`src/rtl/pc_source_unit_if.sv`:
```
// Update-request bus from the control unit into the PC source unit: valid/ready
// handshake carrying the source selector and the flattened candidate PCs.
interface pc_source_unit_if #(
    parameter int WIDTH   = 32,
    parameter int NUM_SRC = 5,
    parameter int SEL_W   = 3
);
    logic                     upd_valid;
    logic                     upd_ready;
    logic [SEL_W-1:0]         sel;
    logic [NUM_SRC*WIDTH-1:0] data_in;

    modport master (
        output upd_valid,
        output sel,
        output data_in,
        input  upd_ready
    );

    modport slave (
        input  upd_valid,
        input  sel,
        input  data_in,
        output upd_ready
    );
endinterface

```
`src/rtl/pc_source_unit.sv`:
```
// Purpose: selects the next PC from NUM_SRC sources, holds it, flushes after redirects, flags bad selectors.
// Latency: 1 cycle from accepted update to pc_out/pc_prev/sel_err/redirect_count.
// Backpressure: upd_ready low (state-only) for FLUSH_CYCLES after a redirect; optional counter via PC_SOURCE_REDIRECT_COUNT_EN.
module pc_source_unit #(
    parameter int               WIDTH        = 32,
    parameter int               NUM_SRC      = 5,
    parameter int               SEL_W        = 3,
    parameter logic [WIDTH-1:0] RESET_VECTOR = '0,
    parameter int               FLUSH_CYCLES = 2
) (
    input  logic               clk,
    input  logic               reset,
    pc_source_unit_if.slave    upd,
    output logic [WIDTH-1:0]   pc_out,
    output logic [WIDTH-1:0]   pc_prev,
    output logic               pc_valid,
    output logic               sel_err,
    output logic [31:0]        redirect_count
);

    typedef enum logic [0:0] {
        S_RUN   = 1'b0,
        S_FLUSH = 1'b1
    } state_t;

    localparam logic [3:0]     FLUSH_LD  = 4'(FLUSH_CYCLES);
    localparam bit             HAS_FLUSH = (FLUSH_CYCLES > 0);
    localparam logic [SEL_W:0] NUM_SRC_L = (SEL_W+1)'(NUM_SRC);

    if (NUM_SRC < 2 || NUM_SRC > 16) begin : g_bad_num_src
        $error("pc_source_unit: NUM_SRC must be 2..16");
    end
    if ((2 ** SEL_W) < NUM_SRC) begin : g_bad_sel_w
        $error("pc_source_unit: SEL_W too narrow for NUM_SRC");
    end
    if (FLUSH_CYCLES < 0 || FLUSH_CYCLES > 15) begin : g_bad_flush
        $error("pc_source_unit: FLUSH_CYCLES must be 0..15");
    end

    state_t           state_q, state_d;
    logic [3:0]       cnt_q, cnt_d;
    logic [WIDTH-1:0] pc_q, prev_q;
    logic             err_q;
    logic [WIDTH-1:0] src_sel;
    logic             run;
    logic             accept;
    logic             sel_legal;
    logic             sel_nz;
    logic             redirect;

    assign run       = (state_q == S_RUN);
    assign accept    = upd.upd_valid && run;
    assign sel_legal = ({1'b0, upd.sel} < NUM_SRC_L);
    assign sel_nz    = (upd.sel != '0);
    assign redirect  = accept && sel_legal && sel_nz;

    // Illegal selectors never match a k, so src_sel is only meaningful when sel_legal.
    always_comb begin
        src_sel = '0;
        for (int k = 0; k < NUM_SRC; k++) begin
            if (upd.sel == SEL_W'(k)) begin
                src_sel = upd.data_in[k*WIDTH +: WIDTH];
            end
        end
    end

    always_ff @(posedge clk) begin
        if (reset) begin
            state_q <= S_RUN;
            cnt_q   <= '0;
        end else begin
            state_q <= state_d;
            cnt_q   <= cnt_d;
        end
    end

    always_comb begin
        state_d       = state_q;
        cnt_d         = cnt_q;
        upd.upd_ready = 1'b0;
        pc_valid      = 1'b0;
        case (state_q)
            S_RUN: begin
                upd.upd_ready = 1'b1;
                pc_valid      = 1'b1;
                if (redirect && HAS_FLUSH) begin
                    state_d = S_FLUSH;
                    cnt_d   = FLUSH_LD;
                end
            end
            S_FLUSH: begin
                cnt_d = cnt_q - 4'd1;
                // A zero count cannot occur normally; leaving on it keeps the FSM from sticking.
                if (cnt_q <= 4'd1) begin
                    state_d = S_RUN;
                    cnt_d   = '0;
                end
            end
            default: begin
                state_d = S_RUN;
                cnt_d   = '0;
            end
        endcase
    end

    always_ff @(posedge clk) begin
        if (reset) begin
            pc_q   <= RESET_VECTOR;
            prev_q <= '0;
            err_q  <= 1'b0;
        end else if (accept) begin
            if (sel_legal) begin
                pc_q   <= src_sel;
                prev_q <= pc_q;
            end else begin
                err_q  <= 1'b1;
            end
        end
    end

    assign pc_out  = pc_q;
    assign pc_prev = prev_q;
    assign sel_err = err_q;

`ifdef PC_SOURCE_REDIRECT_COUNT_EN
    logic [31:0] rc_q;

    always_ff @(posedge clk) begin
        if (reset) begin
            rc_q <= '0;
        end else if (redirect) begin
            rc_q <= rc_q + 32'd1;
        end
    end

    assign redirect_count = rc_q;
`else
    assign redirect_count = '0;
`endif

endmodule

```
`src/flat_wrapper.sv`:
```
// flat-port wrapper written by rule: the top's interface ports become plain ports
module pc_source_unit_flat 
#(
    parameter int               WIDTH        = 32,
    parameter int               NUM_SRC      = 5,
    parameter int               SEL_W        = 3,
    parameter logic [WIDTH-1:0] RESET_VECTOR = '0,
    parameter int               FLUSH_CYCLES = 2
)
  (clk, reset, pc_out, pc_prev, pc_valid, sel_err, redirect_count, upd_upd_valid, upd_sel, upd_data_in, upd_upd_ready);
  pc_source_unit_if #(.WIDTH(WIDTH), .NUM_SRC(NUM_SRC), .SEL_W(SEL_W)) upd_i ();
  input  logic clk;
  input  logic reset;
  output logic [WIDTH-1:0] pc_out;
  output logic [WIDTH-1:0] pc_prev;
  output logic pc_valid;
  output logic sel_err;
  output logic [31:0] redirect_count;
  input wire logic [$bits(upd_i.upd_valid)-1:0] upd_upd_valid;
  input wire logic [$bits(upd_i.sel)-1:0] upd_sel;
  input wire logic [$bits(upd_i.data_in)-1:0] upd_data_in;
  output wire logic [$bits(upd_i.upd_ready)-1:0] upd_upd_ready;
  assign upd_i.upd_valid = upd_upd_valid;
  assign upd_i.sel = upd_sel;
  assign upd_i.data_in = upd_data_in;
  assign upd_upd_ready = upd_i.upd_ready;
  pc_source_unit #(.WIDTH(WIDTH), .NUM_SRC(NUM_SRC), .SEL_W(SEL_W), .RESET_VECTOR(RESET_VECTOR), .FLUSH_CYCLES(FLUSH_CYCLES)) u_core (.clk(clk), .reset(reset), .upd(upd_i), .pc_out(pc_out), .pc_prev(pc_prev), .pc_valid(pc_valid), .sel_err(sel_err), .redirect_count(redirect_count));
endmodule
```
`config.mk`:
```
export PLATFORM = sky130hd
export DESIGN_NAME = pc_source_unit_flat
export DESIGN_NICKNAME = d
export VERILOG_FILES = /design/src/rtl/pc_source_unit_if.sv /design/src/rtl/pc_source_unit.sv /design/src/flat_wrapper.sv
export SDC_FILE = /design/constraint.sdc
export NUM_CORES = 1
export LEC_CHECK = 0
export CORE_ASPECT_RATIO = 0.5
export CORE_MARGIN = 2
export CORE_UTILIZATION = 33
export CTS_BUF_LIST = sky130_fd_sc_hd__clkbuf_16
export CTS_CLUSTER_DIAMETER = 60
export DETAILED_ROUTE_END_ITERATION = 10
export PLACE_DENSITY_LB_ADDON = 0.15
export SYNTH_ARGS = -nofsm -noshare
export SYNTH_HDL_FRONTEND = slang
export SYNTH_SLANG_ARGS = --single-unit
```
`constraint.sdc`:
```
create_clock -name clk -period 1.4 [get_ports clk]
set_input_delay 0.28 -clock clk [delete_from_list [all_inputs] [get_ports clk]]
set_output_delay 0.28 -clock clk [all_outputs]
set_load 0.02 [all_outputs]
```
==> summary.md <==
| Metric | Value |
|---|---|
| Routed Antenna Nets | `0` |
| CTS Buffer Depth | `2` |
| Worst R2R Start | `u_core.cnt_q[1]$_SDFFE_PP0P_` |
| Final setup viols | `0` |
| Critical-path maximum fanout | `3` |
| Core Area | `11,700 um2` |
| Worst Reg-to-Reg Cells | `7` |
| HP Class | `in -> reg` |
| CP required | `1120 ps` |
| Die Area | `12,800 um2` |
| Finished Core Util | `roughly three fifths` |
| Chip Height | `80.9 um` |
| GR Util All Layers | `23.3%` |
| CP max stage delay | `390 ps` |
| Share of cells above drive strength 1 | `12.8%` |
| Skew final | `about 5.9 ps` |
| CTS Buf Count | `9` |
| FF-to-FF setup slack | `40 ps` |
| Top Family by Delay on Critical Path | `buffers and inverters` |
| CP endpoint kind | `output pin` |
| Worst path cell trace | `dlygate4sd2_1` |
| Placer congestion estimate | `0.800` |
| TritonCTS clock tree | `yes` |
| Largest net degree at the start of global routing | `34` |
| Layout net count | `930` |
| DR WL met3 | `approximately 980 um` |
| Worst Hold End | `u_core.state_q$_SDFF_PP0_` |
| Routed vias/inst | `4.86` |
| Clk Latency, worst-skew pair | `340 ps` |
| Max cap viols | `0` |
| Ports | `approximately 270` |
| Register area share after synthesis | `a little over a third` |
| Unique masters post-synth | `37` |
| Hold_buf cts | `0` |
| Pre-CTS setup slack | `-580 ps` |
| Initial antenna violation count | `0` |
| PwrDens | `896 nW/um2` |
| Worst setup path category | `reg -> out` |
| Static leakage | `slightly above 3 nW` |
| Vias | `4,527` |
| Row count | `28` |
| First-pass GRT wire length | `22,900 um` |
| Hold path depth | `2` |
| Crit start category | `flip-flop` |
| WP data arrival | `1100 ps` |
| Number of global-route vias before repair | `4,213` |
| Max Fclk | `722 MHz` |
| Final WS setup | `15.8 ps` |
| Post-Syn Area | `3910 um2` |
| DR DRC count | `0` |
| Iteration-0 DRC Markers | `approximately 220` |
| Die width | `158 um` |
| Mapped Cells | `500` |
| Port-buffer cells | `232` |
| Buffers & Inverters on Critical Path | `1` |
| Synth warn | `0` |
| Area Overhead vs Synth | `81.3%` |
| Commonest non-fill, non-tap cell in the layout | `nand2_1` |
| Worst-path clk slew | `roughly 60 ps` |
| Final TNS setup | `0 ps` |
| Total overflow reported by the global router | `0` |
| Initial cell density of the core | `roughly a third` |
| Detail Placement HPWL | `10,900 um` |
| DR top layer | `met4` |
| Final period util | `98.9%` |
| Final WL | `between 15,000 and 20,000 um` |
| Hold Path Origin | `reset` |
| Commonest non-fill, non-tap cells in the layout | `nand2_1, clkdlybuf4s50_1, dfxtp_1, dlygate4sd2_1, buf_4` |
| Max IR drop VDD | `0.505 mV` |
| Final hold slack | `291 ps` |
| Final Hold Fails | `0` |
| RSZ-0062 raised after global routing | `true` |
| Htree depth | `3` |
| FF+latch count, synth | `70` |
| Pre-antenna DRT Iters | `5` |
| Reg-to-reg endpoint | `u_core.cnt_q[3]$_SDFFE_PP0P_` |
| Ant. Diodes | `0` |
| Min Tclk post-route | `1380 ps` |
| Post-synthesis area per instance | `7.81 um2` |
| WL met1 | `6790 um` |
| TritonCTS Sinks | `70` |
| Slowest stage cell on the critical path | `dlygate4sd2_1` |
| Root Buffer | `clkbuf_16` |
| Routed WL per cell | `~17 um` |
| Routed wl met2 | `between 7000 and 8000 um` |
| Status | `finished clean` |
| Max-slew violations | `0` |
layer usage:
| layer | vias up | track usage [%] |
|---|---|---|
| met2 | 166 | 40.7 |
| met5 | - | 0 |
| met4 | 0 | 6.36 |
| met1 | 2118 | 29.4 |
| li1 | 2224 | - |
| met3 | 19 | 5.12 |
layout make-up:
| cell class | count | area [um2] |
|---|---|---|
| Clock buffer | 9 | 225 |
| Multi-Input combinational cell | 386 | 2240 |
| Sequential cell | 70 | 1410 |
| Timing Repair Buffer | 291 | 2870 |
| Clock inverter | 7 | 113 |
| Fill cell | 1083 | 4580 |
| Inverter | 4 | 20.0 |
| Tap cell | 165 | 206 |
Yosys cell counts:
| cell type | number | area [um2] |
|---|---|---|
| dfxtp_1 | 70 | 1400 |
| nor3_1 | 1 | 5.00 |
| buf_6 | 2 | 22.5 |
| o211ai_1 | 32 | 240 |
| buf_2 | 19 | 95.1 |
| a31oi_1 | 1 | 6.26 |
| or4_1 | 1 | 7.51 |
| nor2b_1 | 1 | 6.26 |
| a32o_1 | 32 | 320 |
| buf_4 | 37 | 278 |
| or2_1 | 1 | 6.26 |
| a31oi_2 | 1 | 12.5 |
| or2b_1 | 1 | 7.51 |
| a21oi_1 | 33 | 165 |
| nand2_1 | 162 | 608 |
| or3_1 | 1 | 6.26 |
| conb_1 | 1 | 3.75 |
| o2bb2ai_1 | 1 | 8.76 |
| nand3_1 | 1 | 5.00 |
| a21o_1 | 1 | 7.51 |
| nor2_1 | 3 | 11.3 |
| o311ai_0 | 1 | 8.76 |
| ha_1 | 2 | 25.0 |
| a21oi_4 | 1 | 16.3 |
| o21ai_0 | 34 | 170 |
| clkbuf_1 | 14 | 52.6 |
| mux2i_1 | 32 | 320 |
| a31o_2 | 1 | 8.76 |
| o21ai_1 | 1 | 5.00 |
| inv_1 | 4 | 15.0 |
| and3_1 | 1 | 6.26 |
| nand2b_1 | 1 | 6.26 |
| nor3b_1 | 1 | 7.51 |
| nor3b_2 | 1 | 12.5 |
| o31ai_1 | 1 | 7.51 |
| a211oi_1 | 1 | 7.51 |
| nor2_2 | 2 | 12.5 |
registers in the layout, summed over array words and instances (netlist names):
signal          cells
u_core.cnt_q        4
u_core.sel_err      1
u_core.state_q      1
u_core.pc_out      32
u_core.pc_prev     32
repair_timing:
item                                    CTS  global route
buffers inserted                          5             5
pin swaps                                 4             8
gates cloned                              4             1
endpoints found under the setup margin  128            59
gates resized for setup                  82            26
worst max path at each step:
stage,startpoint,to,slack [ps],cells past startpoint
after global placement,upd_sel[0],u_core.pc_out[22]$_SDFFE_PP0P_,-540,8
final,u_core.pc_out[31]$_SDFFE_PP0P_,pc_out[31],20,1
after floorplan,upd_sel[1],u_core.pc_out[10]$_SDFFE_PP0P_,9,6
after CTS,u_core.state_q$_SDFF_PP0_,u_core.pc_out[0]$_SDFFE_PP0P_,2,5
after global routing,u_core.cnt_q[1]$_SDFFE_PP0P_,u_core.cnt_q[3]$_SDFFE_PP0P_,-20,7
after detailed placement,upd_sel[0],u_core.pc_out[0]$_SDFFE_PP0P_,-580,5
power breakdown:
group / switching (mW) / internal, mW / total [mW] / leakage, nW
Clock: 0.889 / 1.73 / 2.62 / 0.157
Sequential: 0.0564 / 2.07 / 2.13 / 0.569
Combinational: 0.739 / 0.867 / 1.61 / 2.33
kinds of logic after synthesis:
family,after synthesis,synth area share (%)
multiplexers,32,8.20
other,1,0.0960
AND/OR/NAND/NOR,178,18.1
buffers and inverters,76,11.9
AO/OA/AOI/OAI,141,25.2
adder cells (fa/ha/maj),2,0.641
flip-flops,70,35.9
stage by stage:
stage	cell area, um2	std cells	total power [mW]
after global routing	7080	932	6.62
final	7080	932	6.35
after floorplan	4030	531	2.88
after global placement	6540	902	3.67
after CTS	6920	926	6.31
after detailed placement	6540	902	3.68
Power figures use the tool's default switching activity.
